File: src/rtl/uart_hex_echo.sv
// Echoes each received byte to the UART transmitter as two ASCII hex digits plus a terminator.
// Define UART_HEX_ECHO_CRLF_EN for a CR LF terminator; the default build sends a single space.
module uart_hex_echo #(
    parameter int UPPERCASE = 1
) (
    input  logic       i_clk,
    input  logic       i_rst_n,
    input  logic [7:0] i_rx_byte,
    input  logic       i_rx_valid,
    output logic [7:0] o_tx_byte,
    output logic       o_tx_dv,
    input  logic       i_tx_active,
    input  logic       i_tx_done,
    output logic       o_busy,
    output logic       o_overflow,
    input  logic       i_clear_ovf,
    output logic [7:0] o_last_byte
);

`ifdef UART_HEX_ECHO_CRLF_EN
    localparam logic [1:0] LAST_IDX = 2'd3;
    localparam logic [7:0] TERM0    = 8'h0D;
`else
    localparam logic [1:0] LAST_IDX = 2'd2;
    localparam logic [7:0] TERM0    = 8'h20;
`endif
    localparam logic [7:0] TERM1 = 8'h0A;

    typedef enum logic [1:0] {
        IDLE = 2'd0,
        SEND = 2'd1,
        WAIT = 2'd2
    } state_t;

    state_t     state_q, state_d;
    logic [7:0] hold_q, hold_d;
    logic       full_q, full_d;
    logic [7:0] work_q, work_d;
    logic [1:0] idx_q, idx_d;
    logic [7:0] tx_byte_q, tx_byte_d;
    logic       ovf_q, ovf_d;
    logic [7:0] last_q, last_d;
    logic [7:0] char_cur;
    logic       tx_dv;
    logic       drain;

    // 0x37 + n gives 'A'..'F' for n=10..15; 0x57 + n gives 'a'..'f'
    function automatic logic [7:0] hex_char(input logic [3:0] n);
        if (n < 4'd10)
            return 8'h30 + {4'h0, n};
        else if (UPPERCASE != 0)
            return 8'h37 + {4'h0, n};
        else
            return 8'h57 + {4'h0, n};
    endfunction

    always_comb begin
        case (idx_q)
            2'd0:    char_cur = hex_char(work_q[7:4]);
            2'd1:    char_cur = hex_char(work_q[3:0]);
            2'd2:    char_cur = TERM0;
            default: char_cur = TERM1;
        endcase
    end

    always_comb begin
        state_d   = state_q;
        hold_d    = hold_q;
        full_d    = full_q;
        work_d    = work_q;
        idx_d     = idx_q;
        tx_byte_d = tx_byte_q;
        ovf_d     = ovf_q;
        last_d    = last_q;
        tx_dv     = 1'b0;
        drain     = 1'b0;

        case (state_q)
            IDLE: begin
                if (full_q) begin
                    work_d  = hold_q;
                    drain   = 1'b1;
                    idx_d   = 2'd0;
                    state_d = SEND;
                end
            end
            SEND: begin
                tx_dv = ~i_tx_active;
                if (tx_dv) begin
                    tx_byte_d = char_cur;
                    state_d   = WAIT;
                end
            end
            WAIT: begin
                if (i_tx_done) begin
                    if (idx_q == LAST_IDX) begin
                        state_d = IDLE;
                    end else begin
                        idx_d   = idx_q + 2'd1;
                        state_d = SEND;
                    end
                end
            end
            default: state_d = IDLE;
        endcase

        // A drop in the same cycle as a clear must leave the flag set
        if (i_clear_ovf)
            ovf_d = 1'b0;
        if (drain)
            full_d = 1'b0;
        if (i_rx_valid) begin
            if (!full_q || drain) begin
                hold_d = i_rx_byte;
                full_d = 1'b1;
                last_d = i_rx_byte;
            end else begin
                ovf_d = 1'b1;
            end
        end
    end

    always_ff @(posedge i_clk or negedge i_rst_n) begin
        if (!i_rst_n) begin
            state_q   <= IDLE;
            hold_q    <= '0;
            full_q    <= 1'b0;
            work_q    <= '0;
            idx_q     <= '0;
            tx_byte_q <= '0;
            ovf_q     <= 1'b0;
            last_q    <= '0;
        end else begin
            state_q   <= state_d;
            hold_q    <= hold_d;
            full_q    <= full_d;
            work_q    <= work_d;
            idx_q     <= idx_d;
            tx_byte_q <= tx_byte_d;
            ovf_q     <= ovf_d;
            last_q    <= last_d;
        end
    end

    assign o_tx_dv     = tx_dv;
    assign o_tx_byte   = (state_q == SEND) ? char_cur : tx_byte_q;
    assign o_busy      = (state_q != IDLE) || full_q;
    assign o_overflow  = ovf_q;
    assign o_last_byte = last_q;

endmodule

File: config.mk
export PLATFORM = sky130hd
export DESIGN_NAME = uart_hex_echo
export DESIGN_NICKNAME = d
export VERILOG_FILES = /design/src/rtl/uart_hex_echo.sv
export SDC_FILE = /design/constraint.sdc
export NUM_CORES = 1
export LEC_CHECK = 0
export CAP_MARGIN = 0
export CORE_MARGIN = 3
export CORE_UTILIZATION = 43
export CTS_BUF_LIST = sky130_fd_sc_hd__clkbuf_4 sky130_fd_sc_hd__clkbuf_8
export CTS_CLUSTER_SIZE = 40
export DETAILED_ROUTE_END_ITERATION = 7
export PLACE_DENSITY = 0.76
export SLEW_MARGIN = 10
export SYNTH_ARGS = -nofsm -noshare
export SYNTH_HDL_FRONTEND = slang
export SYNTH_SLANG_ARGS = --single-unit
export TNS_END_PERCENT = 100
File: constraint.sdc
create_clock -name i_clk -period 4.5 [get_ports i_clk]
set_clock_uncertainty 0.2 [all_clocks]
set_input_delay 0.9 -clock i_clk [delete_from_list [all_inputs] [get_ports i_clk]]
set_output_delay 0.9 -clock i_clk [all_outputs]
set_load 0.05 [all_outputs]
# Word-level counts from Yosys, hierarchy flattened
# Cells that the tools add are included.
dict set report classes {
  addsub 5
  magnitude_cmp 2
  eq_ne 8
  muxes 22
  bitwise_logic 1
  reduce_logical 12
}
# operator count
set op_table {}
lappend op_table {{$add A6 B4 Y7 const A} 4}
lappend op_table {{$pmux W8 S3} 1}
lappend op_table {{$mux W7} 2}
lappend op_table {{$mux W2} 6}
lappend op_table {{$mux W1} 10}
lappend op_table {{$lt A4 B4 Y1 const B} 2}
lappend op_table {{$mux W8} 1}
lappend op_table {{$ne A2 B2 Y1 const B} 4}
lappend op_table {{$pmux W2 S3} 1}
lappend op_table {{$reduce_and A2 Y1} 3}
lappend op_table {{$eq A2 B1 Y1 const B} 2}
lappend op_table {{$eq A2 B2 Y1 const B} 2}
lappend op_table {{$logic_not A2 Y1} 2}
lappend op_table {{$pmux W2 S2} 1}
lappend op_table {{$reduce_and A4 Y1} 1}
lappend op_table {{$reduce_bool A2 Y1} 2}
lappend op_table {{$reduce_and A3 Y1} 1}
lappend op_table {{$add A2 B1 Y2 const B} 1}
lappend op_table {{$logic_or A1 B1 Y1} 2}
lappend op_table {{$logic_not A1 Y1} 1}
lappend op_table {{$not A1 Y1} 1}
dict set report word_totals {
  reg_bits 30
  inputBits 14
  out_inout_bits 19
  elab_cells 57
}

# Longest topological paths before layout
dict set report depth {
  depth_word 5
  ltp_mapped 6
  depth_no_buf 6
}

# Worst setup path before layout
# OpenSTA, ideal clock, no wires.
dict set report synth_path {
  path_type {reg-to-output}
  startpoint {register idx_q[1]}
  endpoint {output o_tx_byte[1]}
  arrival_time_ns 2.130
  t_required_ns 3.400
  setup_slack_ns 1.270
  path_stages_with_launch 7
  n_path_buf 0
  path_cell_list {dfrtp_1 inv_1 ha_1 inv_1 a211oi_1 a311oi_1 o21ai_0}
}
dict set report synth_between {
  elab_chain_len 3
  word_cells_on_any_way 5
  classes_between {2 x eq/ne; 2 x mux; 1 x reduce/logical}
}
# element line
set synth_rtl {}
lappend synth_rtl {{start: declaration} 39} ;# logic [1:0] idx_q, idx_d;
lappend synth_rtl {{start signal: assignment} 138} ;# idx_q <= idx_d;
lappend synth_rtl {{$eq A2 B2 Y1, or another cell as far along} 58} ;# case (idx_q)
lappend synth_rtl {{$pmux W8 S3 *} 58}
lappend synth_rtl {{$mux W8 *} 146} ;# assign o_tx_byte = (state_q == SEND) ? char_cur : tx_byte_q;
lappend synth_rtl {{end: declaration} 10} ;# output logic [7:0] o_tx_byte,
# Mark *: on every way between the ends. The rest lies on a longest branch, timed or not.

# Worst setup path after layout
dict set report layout_path {
  startpoint {input i_tx_active}
  endpoint {output o_tx_dv}
}
dict set report layout_between {
  elab_chain_len 2
}
# element line
set layout_rtl {}
lappend layout_rtl {{start: declaration} 12} ;# input logic i_tx_active,
lappend layout_rtl {{$not A1 Y1 (no line)} n/a}
lappend layout_rtl {{$mux W1} 78} ;# case (state_q)
lappend layout_rtl {{end: declaration} 11} ;# output logic o_tx_dv,
# Every way passes these cells.

==> run summary <==
The run finished with clean final reports. The root buffer cell chosen for the clock tree is clkbuf_4. The number of global-route vias before repair is 1199. In this run the mean area of a mapped cell was 10.4 µm². The kind of critical path is input pin to output pin. The total routed wirelength came out at 3070 µm.

The x dimension of the die is 66.4 µm. The data arrival at the endpoint of the critical path is 2.63 ns. The signed area change from the synthesized netlist to the final layout is 25.8%. The number of buffers inserted by post-CTS setup repair is 0. Global routing finished with a remaining overflow of 0.

The overall via count from detail_route is 1207. The time the worst path needs with I/O delays and setup came out at 3.73 ns. Of the synthesized area, sequential elements account for 0.463.

The initial antenna violation count is 0. The final period utilization came out at 0.828. In this run the worst hold path is classified as flop to flop. The detailed placer's ending HPWL came out at 2330 µm. The violation count after the first detailed-route iteration is 37. The repair_antennas step left the layout with diodes totalling 0.

The post-synthesis cell area is 1570 µm². The number of violations of the max-capacitance limit came out at 0. The library cells used most frequently in the layout, excluding fill and tap cells, are clkdlybuf4s50_1, dfrtp_1, o21ai_0.

The relative slew slack is 0.554. The average detailed-routed wire length per instance came out at 13.4 µm. The cell row count came out at 21. The largest fanout on the critical path came out at 9. The number of nets in the final layout is 203. The post-CTS resize count came out at 0. For this design the top-level I/O count stands at 33. Entering global routing, the biggest net connects 30 pins. The overall die area is 4410 µm². STA classifies the critical path startpoint as an input pin. For this run, design rule violations remaining after detail routing come to 0. The clock sink count is 29. The final weighted congestion in routability-driven placement came out at 0.760. The async set-reset flop share out of synthesis came out at 1.00. The number of clock buffers inserted by TritonCTS came out at 5. In this run the remaining antenna-violating nets after routing total 0.

CTS built an H-tree with a depth of 2. The synthesized design contains 29 register bits. The clock edge transition at the registers on the reported setup and hold paths came out at 0.09 ns. The leading area contributor after synthesis is dfrtp_1. The final hold violation count came out at 0. The number of flops mapped to enable cells by yosys is 0. The achievable frequency is 268 MHz. The number of warnings printed during yosys synthesis is 0.

The setup-violating endpoint count in the final report is 0. The worst endpoint required time is 3.40 ns. The total track usage came out at 0.161. By area the synthesized netlist is led by dfrtp_1, mux2_2, o21ai_0, ha_1, nand2_1. The max-slew violation count came to 0. The portion of synthesized cell area occupied by the leading cell type is 0.463. Adding up every negative setup slack in the final design gives 0 ns. The number of search-and-repair iterations in the first detailed-routing pass came out at 4. The number of buffer cells added on primary ports is 31. The clock passes through at most 2 buffers. The post-synth net total came out at 171. The core area is 3420 µm². Counting the fill cells in the layout gives 321. The starting utilization of the core area came out at 0.459.

The library cell used most frequently in the layout, excluding fill and tap cells, is clkdlybuf4s50_1. Setup repair after global routing left no endpoint under its margin. In the routed layout, each cell is associated on average with a via count of 5.25. The pin slew with the least headroom to its limit is 0.667 ns. The hold-fix buffer count after cts is 0. The proportion of layout cells with a drive suffix above 1 is 0.158. The insertion delay of the later-clocked pin in the worst-skew pair came out at 0.33 ns. The clock tree from TritonCTS is built.

The height of the die is 66.4 µm. The number of unique standard cell types used by synthesis is 37. The worst setup path is captured at an output pin. The most used flip-flop cell after synthesis is dfrtp_1. Synthesis produced 151 cells.

The first global-routing pass estimated 5410 µm of wire.
[synthesized netlist by cell type (2+ instances only)]
master	n
buf_4	2
nor2_1	3
xnor2_1	2
and4b_1	2
nor2b_1	2
inv_1	9
o21bai_1	2
a21boi_0	2
a22o_1	3
ha_1	6
o21ai_0	21
a21o_1	3
or2_1	2
a21oi_1	4
dfrtp_1	29
a311oi_1	2
a22oi_1	2
buf_6	3
nand2_1	20
mux2_2	14
or3_1	2
[path summary, 6_finish.rpt]
kind	startpoint	to	slack, ns	cells past startpoint
worst max-delay path	i_tx_active	o_tx_dv	0.77	4
worst max register to register	state_q[0]$_DFFE_PN0P_	work_q[7]$_DFFE_PN0P_	2.65	2
min in group asynchronous	i_rst_n	tx_byte_q[4]$_DFFE_PN0P_	0.75	2
worst min register to register	tx_byte_q[5]$_DFFE_PN0P_	tx_byte_q[5]$_DFFE_PN0P_	0.29	2
worst min-delay path	tx_byte_q[5]$_DFFE_PN0P_	tx_byte_q[5]$_DFFE_PN0P_	0.29	2
max in group asynchronous	i_rst_n	o_last_byte[6]$_DFFE_PN0P_	3.07	2
[final cells by class]
type	count	area [µm²]	share of cell area
Multi-Input combinational cell	105	742	0.376
Timing Repair Buffer	32	318	0.161
Clock inverter	1	30.0	0.0152
Inverter	10	42.5	0.0215
Tap cell	46	57.6	0.0292
Clock buffer	7	58.8	0.0298
Sequential cell	29	726	0.368
[routing by layer]
layer | wire length (µm) | track usage | vias up
met5 | 0 | 0 | -
met4 | 9 | 0.0761 | 0
met3 | 179 | 0.0408 | 2
met2 | 1540 | 0.273 | 41
met1 | 1340 | 0.189 | 574
li1 | - | - | 590
[stage by stage]
step,area (µm²),util,hold WS (ns),setup slack (ns),cells
floorplan,1570,-,0.249,1.27,151
global placement,1890,0.552,0.264,0.799,222
detailed placement,1890,0.552,0.271,0.759,222
CTS,1970,0.578,0.291,0.760,230
global route,1970,0.578,0.335,0.577,230
finish,1970,0.578,0.286,0.773,230
[critical path, stage by stage]
cell and delay [ns]:
clkdlybuf4s50_1 0.43, or2_1 0.37, inv_6 0.10, clkdlybuf4s50_1 0.81
[logic make-up (layout without fill, tap and decap cells)]
logic type | after synthesis | count (layout) | share of synthesized area
mux | 16 | 16 | 0.116
flops | 29 | 29 | 0.463
other cells | 1 | 1 | 0.00239
buf+inv | 17 | 50 | 0.0646
xor+xnor | 2 | 2 | 0.0112
simple gates | 36 | 36 | 0.120
compound gates | 44 | 44 | 0.175
fa+ha+maj | 6 | 6 | 0.0478
[state kept, by name, summed over array words and instances, names as in the netlist]
signal and flops:
work_q 8, o_last_byte 8, full_q 1, state_q 2
tx_byte_q 7, o_overflow 1, idx_q 2
Power is not shown: default switching activity piles up to over one toggle a cycle in this logic, so the estimate is an artifact.
